`config.mk`:
```
export PLATFORM = sky130hd
export DESIGN_NAME = pipeline_stall_ctrl
export DESIGN_NICKNAME = d
export VERILOG_FILES = /design/src/rtl/pipeline_stall_ctrl_pkg.sv /design/src/rtl/pipeline_stall_ctrl_sat_counter.sv /design/src/rtl/pipeline_stall_ctrl.sv
export SDC_FILE = /design/constraint.sdc
export NUM_CORES = 1
export LEC_CHECK = 0
export BUFFER_PORTS_ARGS = -buffer_cell sky130_fd_sc_hd__buf_2
export CORE_ASPECT_RATIO = 0.6
export CORE_UTILIZATION = 29
export DETAILED_ROUTE_END_ITERATION = 8
export GPL_ROUTABILITY_DRIVEN = 0
export PLACE_DENSITY = 0.63
export SLEW_MARGIN = 15
export SYNTH_ARGS = -nofsm -noshare
export SYNTH_HDL_FRONTEND = slang
export SYNTH_SLANG_ARGS = --single-unit
export TNS_END_PERCENT = 50
```
`constraint.sdc`:
```
create_clock -name CLK -period 1.7 [get_ports CLK]
set_input_delay 0.34 -clock CLK [delete_from_list [all_inputs] [get_ports CLK]]
set_output_delay 0.34 -clock CLK [all_outputs]
set_load 0.03 [all_outputs]
```
`src/rtl/pipeline_stall_ctrl_pkg.sv`:
```
`default_nettype none
// ============================================================================
// Module   : pipeline_stall_ctrl_pkg
// Brief    : Shared constants and types for the pipeline stall controller:
//            FSM state encoding, load-stall counter limits, the canonical NOP
//            and the per-stage enable/flush control bundle.
// Revision : 1.0 - initial release
// ============================================================================
package pipeline_stall_ctrl_pkg;

  // FSM state encoding (2'b11 is illegal and recovers to RUN)
  localparam logic [1:0] ST_RUN        = 2'b00;
  localparam logic [1:0] ST_LOAD_STALL = 2'b01;
  localparam logic [1:0] ST_MDU_WAIT   = 2'b10;

  // Legal range of bubbles per load-use request and the counter that tracks them
  localparam int STALL_MIN_CYCLES = 1;
  localparam int STALL_MAX_CYCLES = 4;
  localparam int STALL_CTR_W      = 2;

  // Canonical RV32I NOP (addi x0, x0, 0) loaded by the flush controls
  localparam logic [31:0] NOP_INSTR = 32'h00000013;

  // Per-stage enable/flush bundle, MSB first
  typedef struct packed {
    logic pc_en;
    logic if_id_en;
    logic if_id_flush;
    logic id_ex_en;
    logic id_ex_flush;
    logic ex_mem_flush;
  } stage_ctrl_t;

  // Free-flowing pipeline: everything enabled, nothing flushed
  localparam stage_ctrl_t CTRL_FLOW   = 6'b110100;
  // Branch redirect: squash the wrong-path instructions in IF/ID and ID/EX
  localparam stage_ctrl_t CTRL_BRANCH = 6'b111110;
  // MDU busy: freeze PC..ID/EX, send bubbles downstream of EX
  localparam stage_ctrl_t CTRL_MDU    = 6'b000001;
  // Load-use: hold PC and IF/ID, inject a bubble into ID/EX
  localparam stage_ctrl_t CTRL_LOAD   = 6'b000110;
  // Reset held: nothing advances, every stage reads as a NOP
  localparam stage_ctrl_t CTRL_RESET  = 6'b001111;

endpackage : pipeline_stall_ctrl_pkg
`default_nettype wire

```
`src/rtl/pipeline_stall_ctrl_sat_counter.sv`:
```
`default_nettype none
// ============================================================================
// Module   : sat_counter
// Brief    : Up-counter that saturates at all-ones instead of wrapping, with
//            a synchronous clear that takes precedence over increment.
// Revision : 1.0 - initial release
// ============================================================================
module sat_counter #(
  parameter int W = 16
) (
  input  logic         clk,
  input  logic         rst_n,
  input  logic         i_inc,
  input  logic         i_clear,
  output logic [W-1:0] o_count
);

  logic [W-1:0] count_q;
  logic [W-1:0] count_d;

  // Next count: clear wins, otherwise step unless already at all-ones
  always_comb begin
    count_d = count_q;
    if (i_clear) begin
      count_d = '0;
    end else if (i_inc && (count_q != {W{1'b1}})) begin
      count_d = count_q + 1'b1;
    end
  end

  // Count register
  always_ff @(posedge clk or negedge rst_n) begin
    if (!rst_n) begin
      count_q <= '0;
    end else begin
      count_q <= count_d;
    end
  end

  assign o_count = count_q;

endmodule : sat_counter
`default_nettype wire

```
`src/rtl/pipeline_stall_ctrl.sv`:
```
`default_nettype none
// ============================================================================
// Module   : pipeline_stall_ctrl
// Brief    : Converts load-use bubble requests, MDU busy periods and EX-stage
//            branch redirects into per-stage enables/flushes, issues the
//            one-cycle WB forward selects for the instruction released after
//            a load-use stall, and counts stalled cycles.
// Revision : 1.0 - initial release
// ============================================================================
module pipeline_stall_ctrl
  import pipeline_stall_ctrl_pkg::*;
#(
  parameter int LOAD_STALL_CYCLES = 1,
  parameter int CNT_W             = 16
) (
  input  logic             CLK,
  input  logic             RESET_N,
  input  logic             BUBBLE_REQ,
  input  logic             FRWD_RS1_WB_REQ,
  input  logic             FRWD_RS2_WB_REQ,
  input  logic             MDU_START,
  input  logic             MDU_DONE,
  input  logic             BRANCH_TAKEN,
  output logic             PC_EN,
  output logic             IF_ID_EN,
  output logic             IF_ID_FLUSH,
  output logic             ID_EX_EN,
  output logic             ID_EX_FLUSH,
  output logic             EX_MEM_FLUSH,
  output logic             FRWD_RS1_WB,
  output logic             FRWD_RS2_WB,
  output logic [CNT_W-1:0] STALL_CNT,
  output logic [1:0]       STATE
);

  // Out-of-range settings are clamped into the supported 1..4 window
  localparam int LS_EFF =
      (LOAD_STALL_CYCLES < STALL_MIN_CYCLES) ? STALL_MIN_CYCLES :
      (LOAD_STALL_CYCLES > STALL_MAX_CYCLES) ? STALL_MAX_CYCLES :
      LOAD_STALL_CYCLES;
  // Remaining LOAD_STALL cycles after the request cycle itself
  localparam logic [STALL_CTR_W-1:0] LS_LOAD = STALL_CTR_W'(LS_EFF - 1);

  logic [1:0]             state_q, state_d;
  logic [STALL_CTR_W-1:0] bcnt_q,  bcnt_d;
  logic [1:0]             hold_q,  hold_d;   // {rs1, rs2} captured forward requests
  logic [1:0]             frwd_q,  frwd_d;   // {rs1, rs2} registered forward selects
  stage_ctrl_t            ctrl_run;          // controls while out of reset
  stage_ctrl_t            ctrl;              // controls actually driven
  logic                   arm;
  logic [1:0]             arm_val;
  logic [CNT_W-1:0]       stall_cnt;

  // Next-state, stage controls and forward arming from state and hazard inputs
  always_comb begin
    ctrl_run = CTRL_FLOW;
    state_d  = state_q;
    bcnt_d   = bcnt_q;
    hold_d   = hold_q;
    arm      = 1'b0;
    arm_val  = hold_q;
    case (state_q)
      ST_RUN: begin
        if (BRANCH_TAKEN) begin
          // ID holds a wrong-path instruction, so its hazards are moot
          ctrl_run = CTRL_BRANCH;
        end else if (MDU_START && !MDU_DONE) begin
          ctrl_run = CTRL_MDU;
          state_d  = ST_MDU_WAIT;
        end else if (MDU_START) begin
          // Single-cycle MDU result: no stall needed
          ctrl_run = CTRL_FLOW;
        end else if (BUBBLE_REQ) begin
          ctrl_run = CTRL_LOAD;
          hold_d   = {FRWD_RS1_WB_REQ, FRWD_RS2_WB_REQ};
          if (LS_EFF == 1) begin
            // Single bubble: the dependent instruction is released next cycle
            arm     = 1'b1;
            arm_val = {FRWD_RS1_WB_REQ, FRWD_RS2_WB_REQ};
          end else begin
            bcnt_d  = LS_LOAD;
            state_d = ST_LOAD_STALL;
          end
        end
      end
      ST_LOAD_STALL: begin
        // EX holds a bubble, so new requests cannot be genuine
        ctrl_run = CTRL_LOAD;
        bcnt_d   = bcnt_q - 1'b1;
        if (bcnt_q == STALL_CTR_W'(1)) begin
          state_d = ST_RUN;
          arm     = 1'b1;
        end
      end
      ST_MDU_WAIT: begin
        if (MDU_DONE) begin
          ctrl_run = CTRL_FLOW;
          state_d  = ST_RUN;
        end else begin
          ctrl_run = CTRL_MDU;
        end
      end
      default: begin
        state_d = ST_RUN;
      end
    endcase
    frwd_d = arm ? arm_val : 2'b00;
  end

  // Reset holds every stage frozen and NOP-filled regardless of state
  always_comb begin
    ctrl = RESET_N ? ctrl_run : CTRL_RESET;
  end

  // Control-path registers
  always_ff @(posedge CLK or negedge RESET_N) begin
    if (!RESET_N) begin
      state_q <= ST_RUN;
      bcnt_q  <= '0;
      hold_q  <= 2'b00;
      frwd_q  <= 2'b00;
    end else begin
      state_q <= state_d;
      bcnt_q  <= bcnt_d;
      hold_q  <= hold_d;
      frwd_q  <= frwd_d;
    end
  end

  sat_counter #(
    .W (CNT_W)
  ) u_stall_cnt (
    .clk     (CLK),
    .rst_n   (RESET_N),
    .i_inc   (~ctrl.pc_en),
    .i_clear (1'b0),
    .o_count (stall_cnt)
  );

  assign PC_EN        = ctrl.pc_en;
  assign IF_ID_EN     = ctrl.if_id_en;
  assign IF_ID_FLUSH  = ctrl.if_id_flush;
  assign ID_EX_EN     = ctrl.id_ex_en;
  assign ID_EX_FLUSH  = ctrl.id_ex_flush;
  assign EX_MEM_FLUSH = ctrl.ex_mem_flush;
  assign FRWD_RS1_WB  = frwd_q[1];
  assign FRWD_RS2_WB  = frwd_q[0];
  assign STALL_CNT    = stall_cnt;
  assign STATE        = state_q;

endmodule : pipeline_stall_ctrl
`default_nettype wire

```
Word level (Yosys, flattened, before mapping)
Cells that the tools add are included.
- $add $sub $neg: 2
- equal/unequal tests: 8
- mux-type cells: 24
- bitwise logic cells: 1
- reductions and logical operators: 5
- operator list (cell ; count):
    6-bit 2-to-1 mux ; 6
    2-bit 2-to-1 mux ; 10
    6-bit one-hot mux with 3 select lines ; 1
    16-bit by 1-bit adder with 16-bit output (second input constant) ; 1
    16-bit inequality test (second input constant) ; 1
    2-bit inequality test (second input constant) ; 4
    2-bit one-hot mux with 3 select lines ; 1
    1-bit 2-to-1 mux ; 5
    2-bit by 1-bit equality test with 1-bit output (second input constant) ; 2
    4-bit AND reduction ; 1
    2-bit equality test (second input constant) ; 1
    1-bit logical AND ; 2
    2-bit zero test ; 1
    1-bit one-hot mux with 2 select lines ; 1
    2-bit by 1-bit subtractor with 2-bit output (second input constant) ; 1
    1-bit zero test ; 1
    1-bit inverter ; 1
- register bits after elaboration: 24
- input bits: 8
- output and inout bits: 26

Depth between registers and ports, before layout
- word-level depth: 8
- depth in mapped cells: 6

Cells and area by module
From an unflattened synthesis, not the netlist that was laid out.
- cell total of the unflattened synthesis: 119
- area total of the unflattened synthesis: 1111.1 um2
- modules (own cells, without submodules) (module ; instances ; cells an instance ; area each (um2) ; seq. area each (um2)):
    sat_counter ; 1 ; 96 ; 900.9 ; 400.4
    pipeline_stall_ctrl ; 1 ; 23 ; 210.2 ; 75.1

Least setup slack after synthesis
Ideal clock, no wire load.
- path type: register to output
- start point: reg state_q[1] (netlist: STATE[1])
- end point: out ID_EX_FLUSH
- arrival: 1.661 ns
- data required time: 1.360 ns
- slack: -0.301 ns
- cell stages (with the launch flop): 3
- path buffers: 0
- path through: dfrtp_1 > o21ai_0 > or2_2
- longest elaborated chain between the ends: 3
- elaborated cells between the ends (all ways): 5
- ends and longest elaborated chain (element ; line ; source):
    start: declaration ; pipeline_stall_ctrl.sv:44 ; logic [1:0] state_q, state_d;
    start signal: assignment ; pipeline_stall_ctrl.sv:123 ; state_q <= state_d;
    2-bit equality test (tied with other cells) ; pipeline_stall_ctrl.sv:62 ; case (state_q)
    6-bit one-hot mux with 3 select lines (*) ; pipeline_stall_ctrl.sv:62 ;
    6-bit 2-to-1 mux (*) ; pipeline_stall_ctrl.sv:112 ; ctrl = RESET_N ? ctrl_run : CTRL_RESET;
    end: declaration ; pipeline_stall_ctrl.sv:28 ; output logic ID_EX_FLUSH,
Every way passes the cells marked *; elsewhere a longest branch is shown, timed or not.

Worst setup path after layout
- start point: reg state_q[1] (netlist: STATE[1])
- end point: out IF_ID_EN
- longest elaborated chain between the ends: 3
- elaborated cells between the ends (all ways): 5
- ends and longest elaborated chain (element ; line ; source):
    2-bit equality test (tied with other cells) ; pipeline_stall_ctrl.sv:62 ;
    6-bit one-hot mux with 3 select lines (*) ; pipeline_stall_ctrl.sv:62 ;
    6-bit 2-to-1 mux (*) ; pipeline_stall_ctrl.sv:112 ;
    end: declaration ; pipeline_stall_ctrl.sv:25 ; output logic IF_ID_EN,
Marked as above.

==> metrics.log <==
[metrics] buffer levels on the longest clock path: 2
[metrics] number of sinks driven by the clock tree: 19
[metrics] detailed-route DRC error count: 0
[metrics] Worst-Skew Late Latency: 0.26 ns
[metrics] post-synthesis cell type count: 28
[metrics] Max rail drop VDD: between 0.6 and 0.7 mV
[metrics] final setup violating endpoints: 3
[metrics] # Max-Cap Violations: 0
[metrics] FF-to-FF Start: STATE[1]
[metrics] post-route total power: approximately 1600 uW
[metrics] average via count per standard cell: between 4 and 5
[metrics] most area-consuming cells after synthesis: dfrtp_1 49%, xnor2_1 13%, nand4_1 6.5%
[metrics] portion of the post-synthesis area used by sequential elements: between 40 and 50%
[metrics] Post-Synthesis Cells: slightly below 90
[metrics] area fraction in compound gates after synthesis: 5.59%
[metrics] achievable frequency: 0.575 GHz
[metrics] Synth Net Count: 97
[metrics] final critical-path setup slack: -0.0397 ns
[metrics] CTS tree: yes
[metrics] Routed met2 length: approximately 940 um
[metrics] Final Hold Fails: 0
[metrics] FF-to-FF path depth: 5
[metrics] end of the worst register-to-register path: u_stall_cnt.o_count[1]
[metrics] dominant combinational cell family by area after synthesis: simple AND/OR/NAND/NOR gates
[metrics] nature of the critical path startpoint: register
[metrics] cell type with the largest total area after synthesis: dfrtp_1
[metrics] Total Die Area: 3560 sq um
[metrics] violated checks: negative setup slack
[metrics] final cycle utilization of the critical path: 102%
[metrics] clock period minus worst slack: ~1.7 ns
[metrics] M1 WL: around 1200 um
[metrics] clk slew on worst S/H paths: roughly 0.070 ns
[metrics] first-pass GRT wire length: about 3800 um
[metrics] family of cells with the greatest summed delay on the critical path: flip-flops
[metrics] htree depth: 1
[metrics] antenna cells: 0
[metrics] data arrival time of the worst path: ~1.4 ns
[metrics] number of detailed-routing iterations run before antenna repair: 4
[metrics] mean instance size in the synthesized netlist: between 10 and 15 sq um
[metrics] count of pins on the block boundary: 34
[metrics] number of buffers created by CTS: 3
[metrics] critical path class: register to output pin
[metrics] critical-path cell list: nor4b_4 -> nor2b_2 -> nand2_2 -> clkinvlp_4 -> buf_6
[metrics] share of layout cells above drive strength 1: 46.8%
[metrics] post-synthesis share of cell area spent on and, or, nand and nor gates: between 20 and 30%
[metrics] outcome: complete, but fails checks
[metrics] worst path required time: 1.36 ns
[metrics] wirelength, routed: ~2300 um
[metrics] total track usage: 14.2%
[metrics] Synth top area share: about half
[metrics] unrepaired setup endpoints after global routing: true
[metrics] worst setup skew after layout: 0.00253 ns
[metrics] critical path peak fanout: 5
[metrics] number of design-rule violations left by the first detailed-router iteration: 17
[metrics] Synth-to-Final Area Change: 42.4%
[metrics] timing startpoint of the critical path: STATE[1]
[metrics] routed via count: 842
[metrics] fraction of synthesized cell area in xor and xnor cells: a little over an eighth
[metrics] adder and majority cell fraction of the synthesized area: roughly 1.3%
[metrics] antenna violations before repair: 0
[metrics] Final Net Count: about 150
[metrics] starting density of the core: between 30% and 40%
[metrics] count of buffers inserted at the top-level ports: 32
[metrics] vias in the first global route: 803
[metrics] number of slew-limit violations in the final report: 0
[metrics] warning count from the yosys run: 0
[metrics] met3 wire len: around 170 um
[metrics] area inside the core boundary: around 3000 sq um
[metrics] HPWL after detailed placement: between 1500 and 2000 um
[metrics] antenna-violating nets left: 0
[metrics] post-placement setup slack: -0.0169 ns
[metrics] largest net degree at the start of global routing: 12
[metrics] Root Buffer Master: clkbuf_8
[metrics] Worst Hold Class: primary input to async pin
[metrics] CP max-delay cell: dfrtp_2
[metrics] leading cell type in the layout, fill and taps excluded: buf_2
[metrics] Lkg Pwr: ~0.00071 uW
[metrics] Synth Cell Area: a little under 1000 sq um
[metrics] Post-Route Hold Slack: ~0.044 ns
[metrics] highest metal layer with signal wires: met4
[metrics] Horiz. Die Dim: around 76 um
[metrics] vertical extent of the die: around 47 um
[metrics] number of standard-cell rows in the floorplan: 15
[metrics] fraction of synthesized area in multiplexers: 1.17%
[metrics] setup_tns: -0.0806 ns
[metrics] sort of element at the end of the critical path: output pin
[metrics] overflow left after global routing: 0
[metrics] Bufs and invs on worst path: 2
[metrics] average detailed-routed wire length per instance: 12.6 um
[metrics] largest incremental delay on the critical path: roughly 0.45 ns
[metrics] Power Dens Cells: between 1000 and 1500 nW/um^2
[metrics] r2r setup slk: about 0.050 ns
[metrics] total of flip-flops plus latches after synthesis: 19
[metrics] most frequent cells in the layout: 30 x buf_2, 17 x buf_4, 16 x dfrtp_1, 14 x xnor2_1, 10 x nand4_1
[Yosys cell counts]
master     n
dfrtp_1   19
xnor2_1   14
nand4_1   10
nand2_1    6
nand3_1    5
and2_1     4
and3_1     3
inv_1      3
nor2_1     3
buf_4      2
nor2b_1    2
a22oi_4    1
a311oi_1   1
and4_1     1
clkbuf_1   1
conb_1     1
ha_1       1
mux2_2     1
nand2_2    1
nor2b_2    1
nor3_1     1
nor3b_1    1
nor4b_4    1
o211ai_1   1
o21ai_0    1
o21bai_2   1
or2_2      1
xor2_1     1
[report_power, final]
part / total [uW] / leakage, uW / switching, uW / internal [uW]
registers: 627 / 0.000248 / 87.2 / 540
clock network: 315 / 0.0000255 / 152 / 163
logic: 648 / 0.000433 / 380 / 268
total: 1590 / 0.000707 / 619 / 971
[worst reg2reg max path: cells and delay by family, from the launching register on]
family          cells  cell delay (ns)
flops               1             0.45
simple gates        2             0.35
mux                 1             0.33
compound gates      1             0.27
buf+inv             1             0.15
[kinds of logic after synthesis]
group,count (synthesis)
compound gates,5
xor+xnor,15
fa+ha+maj,1
buf+inv,6
flops,19
mux,1
other cells,1
simple gates,40
[worst max-delay path by stage]
stage	cells after the start	to
4_1_cts	5	IF_ID_EN
3_5_place_dp	5	u_stall_cnt.o_count[1]
2_1_floorplan	5	PC_EN
5_1_grt	5	IF_ID_EN
6_report	5	IF_ID_EN
3_3_place_gp	5	u_stall_cnt.o_count[1]
[state kept, by name (all words and copies together), names as in the netlist]
signal               cells
STATE                    1
u_stall_cnt.o_count     16
frwd_q                   2
[layer usage]
metal | GRT usage (%) | vias to the layer above
met5 | 0 | -
met4 | 1.15 | 0
met3 | 5.74 | 2
met2 | 22.3 | 33
met1 | 19.0 | 401
li1 | - | 406
[cell type report]
class	count	area, sq um
Fill cell	288	1630
Sequential cell	19	479
Multi-Input combinational cell	63	467
Timing Repair Buffer	50	310
Tap cell	42	52.6
Clock buffer	3	41.3
Inverter	3	15.0
Clock inverter	1	5.00
[metrics by stage]
| stage | area [sq um] | utilization, % | cells |
|---|---|---|---|
| 3_5_place_dp | 1260 | 42.0 | 171 |
| 6_report | 1370 | 45.6 | 181 |
| 5_1_grt | 1370 | 45.6 | 181 |
| 2_1_floorplan | 980 | - | 88 |
| 4_1_cts | 1360 | 45.1 | 179 |
| 3_3_place_gp | 1260 | 42.0 | 171 |
[what timing repair did]
action                                  in CTS  in global routing
endpoints found under the setup margin       3                 12
setup buffers                                3                  2
endpoints found under the hold margin        3                  0
hold buffers                                 1                  0
pin swaps                                    2                  2
resized for setup                            5                  0
No activity file was read; power rests on OpenSTA's default activity.
